==> src/rtl/hex_display_ctrl.sv <==
// Seven-segment controller for the HEX digit bank: accepts a hex value over valid/ready,
// decodes one digit per cycle into a shadow bank and commits the whole bank at once.
module hex_display_ctrl #(
  parameter int NUM_DIGITS     = 8,
  parameter int BLINK_DIV      = 25000000,
  parameter bit SEG_ACTIVE_LOW = 1'b1
) (
  input  logic                    clk,
  input  logic                    reset_n,
  input  logic [4*NUM_DIGITS-1:0] value_in,
  input  logic                    value_valid,
  output logic                    value_ready,
  input  logic                    blank_lz,
  input  logic [1:0]              mode,
  output logic [7*NUM_DIGITS-1:0] seg_out,
  output logic                    busy
);

  localparam int IDX_W = (NUM_DIGITS > 1) ? $clog2(NUM_DIGITS) : 1;
  localparam int CNT_W = $clog2(BLINK_DIV);
  localparam logic [CNT_W-1:0] CNT_LAST = CNT_W'(BLINK_DIV - 1);
  localparam logic [7*NUM_DIGITS-1:0] SEG_OFF = {7*NUM_DIGITS{SEG_ACTIVE_LOW}};

  typedef enum logic [1:0] {S_IDLE, S_CONVERT, S_COMMIT} state_e;
  typedef enum logic [1:0] {
    M_NORMAL = 2'b00,
    M_LAMP   = 2'b01,
    M_BLANK  = 2'b10,
    M_BLINK  = 2'b11
  } mode_e;

  function automatic logic [6:0] hex7(input logic [3:0] n);
    logic [6:0] p;
    case (n)
      4'h0: p = 7'h3F;  4'h1: p = 7'h06;  4'h2: p = 7'h5B;  4'h3: p = 7'h4F;
      4'h4: p = 7'h66;  4'h5: p = 7'h6D;  4'h6: p = 7'h7D;  4'h7: p = 7'h07;
      4'h8: p = 7'h7F;  4'h9: p = 7'h6F;  4'hA: p = 7'h77;  4'hB: p = 7'h7C;
      4'hC: p = 7'h39;  4'hD: p = 7'h5E;  4'hE: p = 7'h79;  default: p = 7'h71;
    endcase
    return p;
  endfunction

  // Shadow and display banks hold active-high patterns; polarity is applied at the output.
  state_e                  state_q;
  logic [4*NUM_DIGITS-1:0] value_q;
  logic                    lz_q;
  logic [IDX_W-1:0]        idx_q;
  logic [6:0]              shadow_q  [NUM_DIGITS];
  logic [6:0]              display_q [NUM_DIGITS];
  logic [CNT_W-1:0]        blink_cnt_q;
  logic                    phase_q;
  logic [7*NUM_DIGITS-1:0] seg_q, seg_d;
  logic [3:0]              cur_nib;

  assign cur_nib     = value_q[4*idx_q +: 4];
  assign value_ready = reset_n && (state_q == S_IDLE);
  assign busy        = reset_n && (state_q != S_IDLE);
  assign seg_out     = seg_q;

  // NOTE: sequential state uses non-blocking assignments so every register samples pre-edge values.
  always_ff @(posedge clk) begin
    if (!reset_n) begin
      state_q <= S_IDLE;
      value_q <= '0;
      lz_q    <= 1'b0;
      idx_q   <= '0;
      // NOTE: the banks are cleared element by element because reset must show a blank display.
      for (int k = 0; k < NUM_DIGITS; k++) begin
        shadow_q[k]  <= '0;
        display_q[k] <= '0;
      end
    end else begin
      case (state_q)
        S_IDLE: begin
          if (value_valid) begin
            value_q <= value_in;
            lz_q    <= blank_lz;
            idx_q   <= IDX_W'(NUM_DIGITS - 1);
            state_q <= S_CONVERT;
          end
        end
        S_CONVERT: begin
          if (lz_q && (cur_nib == 4'h0) && (idx_q != '0)) begin
            shadow_q[idx_q] <= '0;
          end else begin
            shadow_q[idx_q] <= hex7(cur_nib);
            lz_q            <= 1'b0;
          end
          if (idx_q == '0) state_q <= S_COMMIT;
          else             idx_q   <= idx_q - 1'b1;
        end
        S_COMMIT: begin
          for (int k = 0; k < NUM_DIGITS; k++) display_q[k] <= shadow_q[k];
          state_q <= S_IDLE;
        end
        default: state_q <= S_IDLE;
      endcase
    end
  end

  always_ff @(posedge clk) begin
    if (!reset_n) begin
      blink_cnt_q <= '0;
      phase_q     <= 1'b0;
    end else if (blink_cnt_q == CNT_LAST) begin
      blink_cnt_q <= '0;
      phase_q     <= ~phase_q;
    end else begin
      blink_cnt_q <= blink_cnt_q + 1'b1;
    end
  end

  always_comb begin
    logic [6:0] lit;
    // NOTE: defaults up front keep this block free of inferred latches.
    seg_d = '0;
    lit   = '0;
    for (int k = 0; k < NUM_DIGITS; k++) begin
      unique case (mode_e'(mode))
        M_NORMAL: lit = display_q[k];
        M_LAMP:   lit = 7'h7F;
        M_BLANK:  lit = 7'h00;
        M_BLINK:  lit = phase_q ? 7'h00 : display_q[k];
      endcase
      seg_d[7*k +: 7] = SEG_ACTIVE_LOW ? ~lit : lit;
    end
  end

  always_ff @(posedge clk) begin
    if (!reset_n) seg_q <= SEG_OFF;
    else          seg_q <= seg_d;
  end

endmodule

==> config.mk <==
export PLATFORM = sky130hd
export DESIGN_NAME = hex_display_ctrl
export DESIGN_NICKNAME = d
export VERILOG_FILES = /design/src/rtl/hex_display_ctrl.sv
export SDC_FILE = /design/constraint.sdc
export NUM_CORES = 1
export LEC_CHECK = 0
export BUFFER_PORTS_ARGS = -buffer_cell sky130_fd_sc_hd__buf_2
export CAP_MARGIN = 20
export CORE_ASPECT_RATIO = 1.4
export CORE_MARGIN = 2
export CORE_UTILIZATION = 62
export DETAILED_ROUTE_END_ITERATION = 7
export PLACE_DENSITY = 0.88
export SLEW_MARGIN = 15
export SYNTH_ARGS = -nofsm -noshare
export SYNTH_HDL_FRONTEND = slang
export SYNTH_SLANG_ARGS = --single-unit
==> constraint.sdc <==
create_clock -name clk -period 7.69 [get_ports clk]
set_clock_uncertainty 0.05 [all_clocks]
set_input_delay 0.769 -clock clk [delete_from_list [all_inputs] [get_ports clk]]
set_output_delay 0.769 -clock clk [all_outputs]
set_load 0.05 [all_outputs]
# After elaboration in Yosys (flattened, before gate mapping)
# Memory sizes are Yosys's and may differ from the RTL's.
# Cells that the tools add are included.
# totals
reg_bits	120
latchBits	0
mem_bits_rw	112
rom_bits	112
input_bits	38
wordCells	111
n_memories	3
# op_classes
addsub	2
multipliers	0
div	0
magnitude_cmp	0
eq_ne	10
shifts	1
n_mux	52
n_bitwise	19
n_reduce_logical	17
# memory_table
name	words	width	rd	rd_clocked_by_memory_dff	write_ports	line	source
(no name shown)	16	7	1	0	0	34	case (n)
display_q	8	7	8	0	8	49	logic [6:0] display_q [NUM_DIGITS];
shadow_q	8	7	8	0	8	48	logic [6:0] shadow_q [NUM_DIGITS];
# ops
operator	count
one-hot mux 7 bit (4 select lines)	8
2-to-1 mux 7 bit	21
inverter 7 bit	8
variable part select 32 x 6 -> 4 bit	1
adder 25 x 1 -> 25 bit, second input constant	1
== test 25 bit, second input constant	1
2-to-1 mux 1 bit	15
2-to-1 mux 3 bit	3
OR 1 bit	9
inequality test 2 bit, second input constant	4
OR reduction 7 bit	1
== test 2 bit, second input constant	3
one-hot mux 3 bit (2 select lines)	1
AND reduction 3 bit	2
== test 2 x 1 -> 1 bit, second input constant	2
logical AND 1 bit	4
logical NOT 2 bit	2
logical NOT 4 bit	1
2-to-1 mux 2 bit	2
one-hot mux 2 bit (2 select lines)	1
AND reduction 2 bit	2
nonzero test 2 bit	2
logical NOT 3 bit	1
nonzero test 3 bit	1
other kinds (4)	5

# Logic depth before layout (Yosys ltp)
# logic_depth
word_depth	11
depth_mapped	10
ltp_nobuf	7

# Least setup slack after synthesis
# OpenSTA, ideal clock, no wires.
# synth_timing
kind	reg-to-reg
startpoint	register state_q[1]
endpoint	memory display_q[0][0], enable pin
setup_ns	0.547
arrival_time_ns	4.362
required_time_ns	7.093
path_slack_ns	2.731
stages_incl_launch_ff	3
cell_sequence	dfxtp_1 inv_1 o21ai_0
# synth_rtl
element	line	source
start: declaration	44	state_e state_q;
start signal: assignment	63	state_q <= S_IDLE;
start signal: assignment	79	state_q <= S_CONVERT;
start signal: assignment	89	if (idx_q == '0) state_q <= S_COMMIT;
end: declaration	49	

==> results.txt <==
----------------------------------------------------
[Status]
  Result of the run ... finished clean

[Route]
  Vias after detailed routing ... 5573
  Remaining number of nets flagged by the antenna check after routing ... 0
  Number of iterations in the first detailed-routing pass ... 6
  DRT Wirelength ... 15.30 mm
  Count of unresolved DRC violations after routing ... 0
  Routed via count divided by cell count ... 5.379
  DRT iter0 DRCs ... 311
  Wire per inst ... 14.77 um

[Final layout]
  Final standard cell area without fillers ... 10010 sq um
  Synth-to-Final Area Change ... 14.54%
  Total number of nets in the final design ... 883
  Share of post-route cells with drive strength above 1 ... 17.86%
  Area taken by multi-input logic gates ... 2741 sq um
  Ant. Diodes ... 0
  Register Area ... 5766 sq um
  Fillers ... 970

[Worst setup path]
  Slowest stage cell, crit path ... mux2i_1
  Setup Crit Path Kind ... reg -> reg
  Required time at the endpoint of the critical path ... 7.85 ns
  Worst endpoint data arrival time ... 3.53 ns
  Maximum fanout encountered on the critical timing path ... 17
  Critical Path Start Type ... flip-flop
  Cell Chain, Critical Path ... mux2_2 > a221oi_2 > o21a_1 > mux2i_1 > nor2_1
  Slowest Stage Delay on Critical Path ... 0.78 ns
  Critical Path End Type ... flip-flop

[Yosys]
  Post-synth EDFFs ... 112
  Count of different cell masters after synthesis ... 44
  Most area-consuming cells after synthesis ... edfxtp_1 38%, dfxtp_1 27%, and2_1 4.1%
  Cell accounting for the most synthesized area ... edfxtp_1
  Main synth FF type ... dfxtp_1
  Part of the Yosys area used for sequential elements ... 66.00%
  Nets in the synthesized netlist ... 802
  Mean Syn Cell Area ... 11.56 sq um
  Most frequent cell after synthesis ... dfxtp_1
  Share of the synthesized area in the top cell type ... 38.50%
  Yosys Warn Count ... 0
  Count of mapped cells out of synthesis ... 756
  Number of register bits inferred by synthesis ... 232
  Top post-synthesis cells by count ... 120 x dfxtp_1, 112 x edfxtp_1, 82 x nand2_1
  Syn Std Cell Area ... 8736 sq um
  Async set-or-reset flop fraction in the synthesized netlist ... 0%

[Placement]
  # port buffers ... 95
  Cell Area, Placed ... 9310 sq um
  Placer Congestion ... 0.8247
  Final HPWL DP ... 9.916 mm

[Timing]
  Number of failing setup endpoints in the final timing report ... 0
  RSZ-0062 raised after global routing ... false
  Slew @ Worst Pin ... 1.073 ns
  Remaining max-slew budget at the tightest pin ... 27.73%
  Final hold violations ... 0
  Total negative slack for setup checks ... 0 ns
  Tcrit/Tclk final ... 43.75%
  Max-slew violation total from the final report ... 0
  Minimum clock period ... 3.364 ns
  Peak Freq ... 297.2 MHz

[CTS]
  Clk buf depth ... 3
  Clk sinks ... 232
  Post-CTS Resized ... 0
  H-tree depth reported by CTS ... 1
  TritonCTS Buffers ... 21
  Root buffer cell ... clkbuf_16
  Number of hold-repair buffers added at the cts stage ... 0
  Clock tree from TritonCTS ... built
  Post-CTS setup buffer count ... 0
  Clock latency on the worst-skew pair ... 0.49 ns
  Reg clk slew, reported paths ... 0.07 ns

[Power]
  PD cells ... 272.6 nW/um^2
  Largest vdd supply drop ... 182.3 uV
  Sw Pwr ... 0.0006730 W
  Combinational fraction of design power ... 10.9%
  Share of total power in sequential cells ... 51.1%
  Cell-internal power ... 0.002055 W
  Leakage ... 3.877 nW
  Net switching fraction of the power ... 24.67%
  Clock Power Share ... 38.0%

[Die]
  X dimension of the die ... 104.3 um
  Starting Density ... 63.09%
  Die outline height ... 144.5 um
  Site Rows ... 51
  Core outline area ... 13850 sq um
  Total die area ... 15070 sq um
  Total I/O pin count ... 96

[GRT]
  Global-route wire length before repair ... 25.34 mm
  Number of antenna violations at the first check in global routing ... 0
  Total overflow reported by the global router ... 0
  Overall track demand over capacity in global routing ... 20.78%
  Number of global-route vias before repair ... 5229
  Pin count of the biggest net entering global routing ... 57

[Worst hold path]
  Hold/Removal Path Class ... reg -> reg

[Run]
  Max-cap violations ... 0

----------------------------------------------------
==> power by group through the flow <==
| stage | logic [W] | registers, W | clock network [W] |
|---|---|---|---|
| finish | 0.000298 | 0.00139 | 0.00104 |
| detailed placement | 0.000293 | 0.00142 | 0 |
| global placement | 0.000287 | 0.00142 | 0 |
| CTS | 0.000298 | 0.00139 | 0.00105 |
| global route | 0.000322 | 0.00140 | 0.00111 |
| floorplan | 0.000173 | 0.00147 | 0 |
==> stage by stage <==
step	setup slack [ns]	hold slack [ns]	util, %	power, W	instances
after CTS	4.349	0.3860	72.25	0.002741	1036
after floorplan	2.731	0.3681	-	0.001646	756
after detailed placement	4.362	0.3743	67.24	0.001713	999
after global placement	4.463	0.3754	67.24	0.001704	999
after global routing	4.103	0.4041	72.26	0.002829	1036
final	4.326	0.3826	72.26	0.002728	1036
==> worst paths after layout <==
check	startpoint	to	slack (ns)	cells after the start
worst max-delay path	idx_q[0]$_SDFFE_PN0P_	shadow_q[6][5]$_SDFFCE_PN0P_	4.33	5
worst min-delay path	display_q[0][23]$_SDFFCE_PN0P_	seg_out[23]$_SDFF_PN1_	0.38	1
worst max register to register	idx_q[0]$_SDFFE_PN0P_	shadow_q[6][5]$_SDFFCE_PN0P_	4.33	5
worst min register to register	display_q[0][23]$_SDFFCE_PN0P_	seg_out[23]$_SDFF_PN1_	0.38	1
==> sequential cells by signal, indices dropped and copies added, names as in the netlist <==
signal       flops
display_q       56
seg_out         56
shadow_q        56
value_q         32
blink_cnt_q     25
idx_q            3
state_q          2
lz_q             1
phase_q          1
==> critical path, delay by kind of cell (launching register included) <==
family / cells / cell delay [ns]
AND/OR/NAND/NOR: 1 / 0.13
AO/OA/AOI/OAI: 2 / 0.94
flip-flops: 1 / 0.77
multiplexers: 2 / 1.20
==> per-layer routing <==
metal | wire length [um] | global-route usage, %
met5 | 0 | 0
met3 | 898 | 3.290
met4 | 472 | 8.179
met1 | 6046 | 25.35
met2 | 7884 | 37.15
==> layout by cell type, fill, tap and decap left out, types with 22 or more instances in the layout <==
master	count
a21oi_1	35
and2_1	56
buf_2	95
clkbuf_16	22
dfxtp_1	120
edfxtp_1	112
nand2_1	82
nor2_1	81
nor3_1	23
o21ai_0	63
==> layout make-up <==
class,count,area share (%)
sequential,232,57.62
clock buffer,27,5.890
timing repair buffer,101,5.202
inverter,14,0.5252
multi-input combinational,467,27.40
clock inverter,10,1.050
tap,185,2.313
==> cell families after synthesis <==
kind of cell             after synthesis  share of synthesized area [%]
AND/OR/NAND/NOR                      300                          16.31
buffers and inverters                 57                          2.893
AO/OA/AOI/OAI                        109                          6.961
flip-flops                           232                          66.00
adder cells (fa/ha/maj)                8                          1.146
XOR/XNOR                              25                          2.506
multiplexers                          25                          4.182
Note: power is estimated with default switching activity, not from simulation.
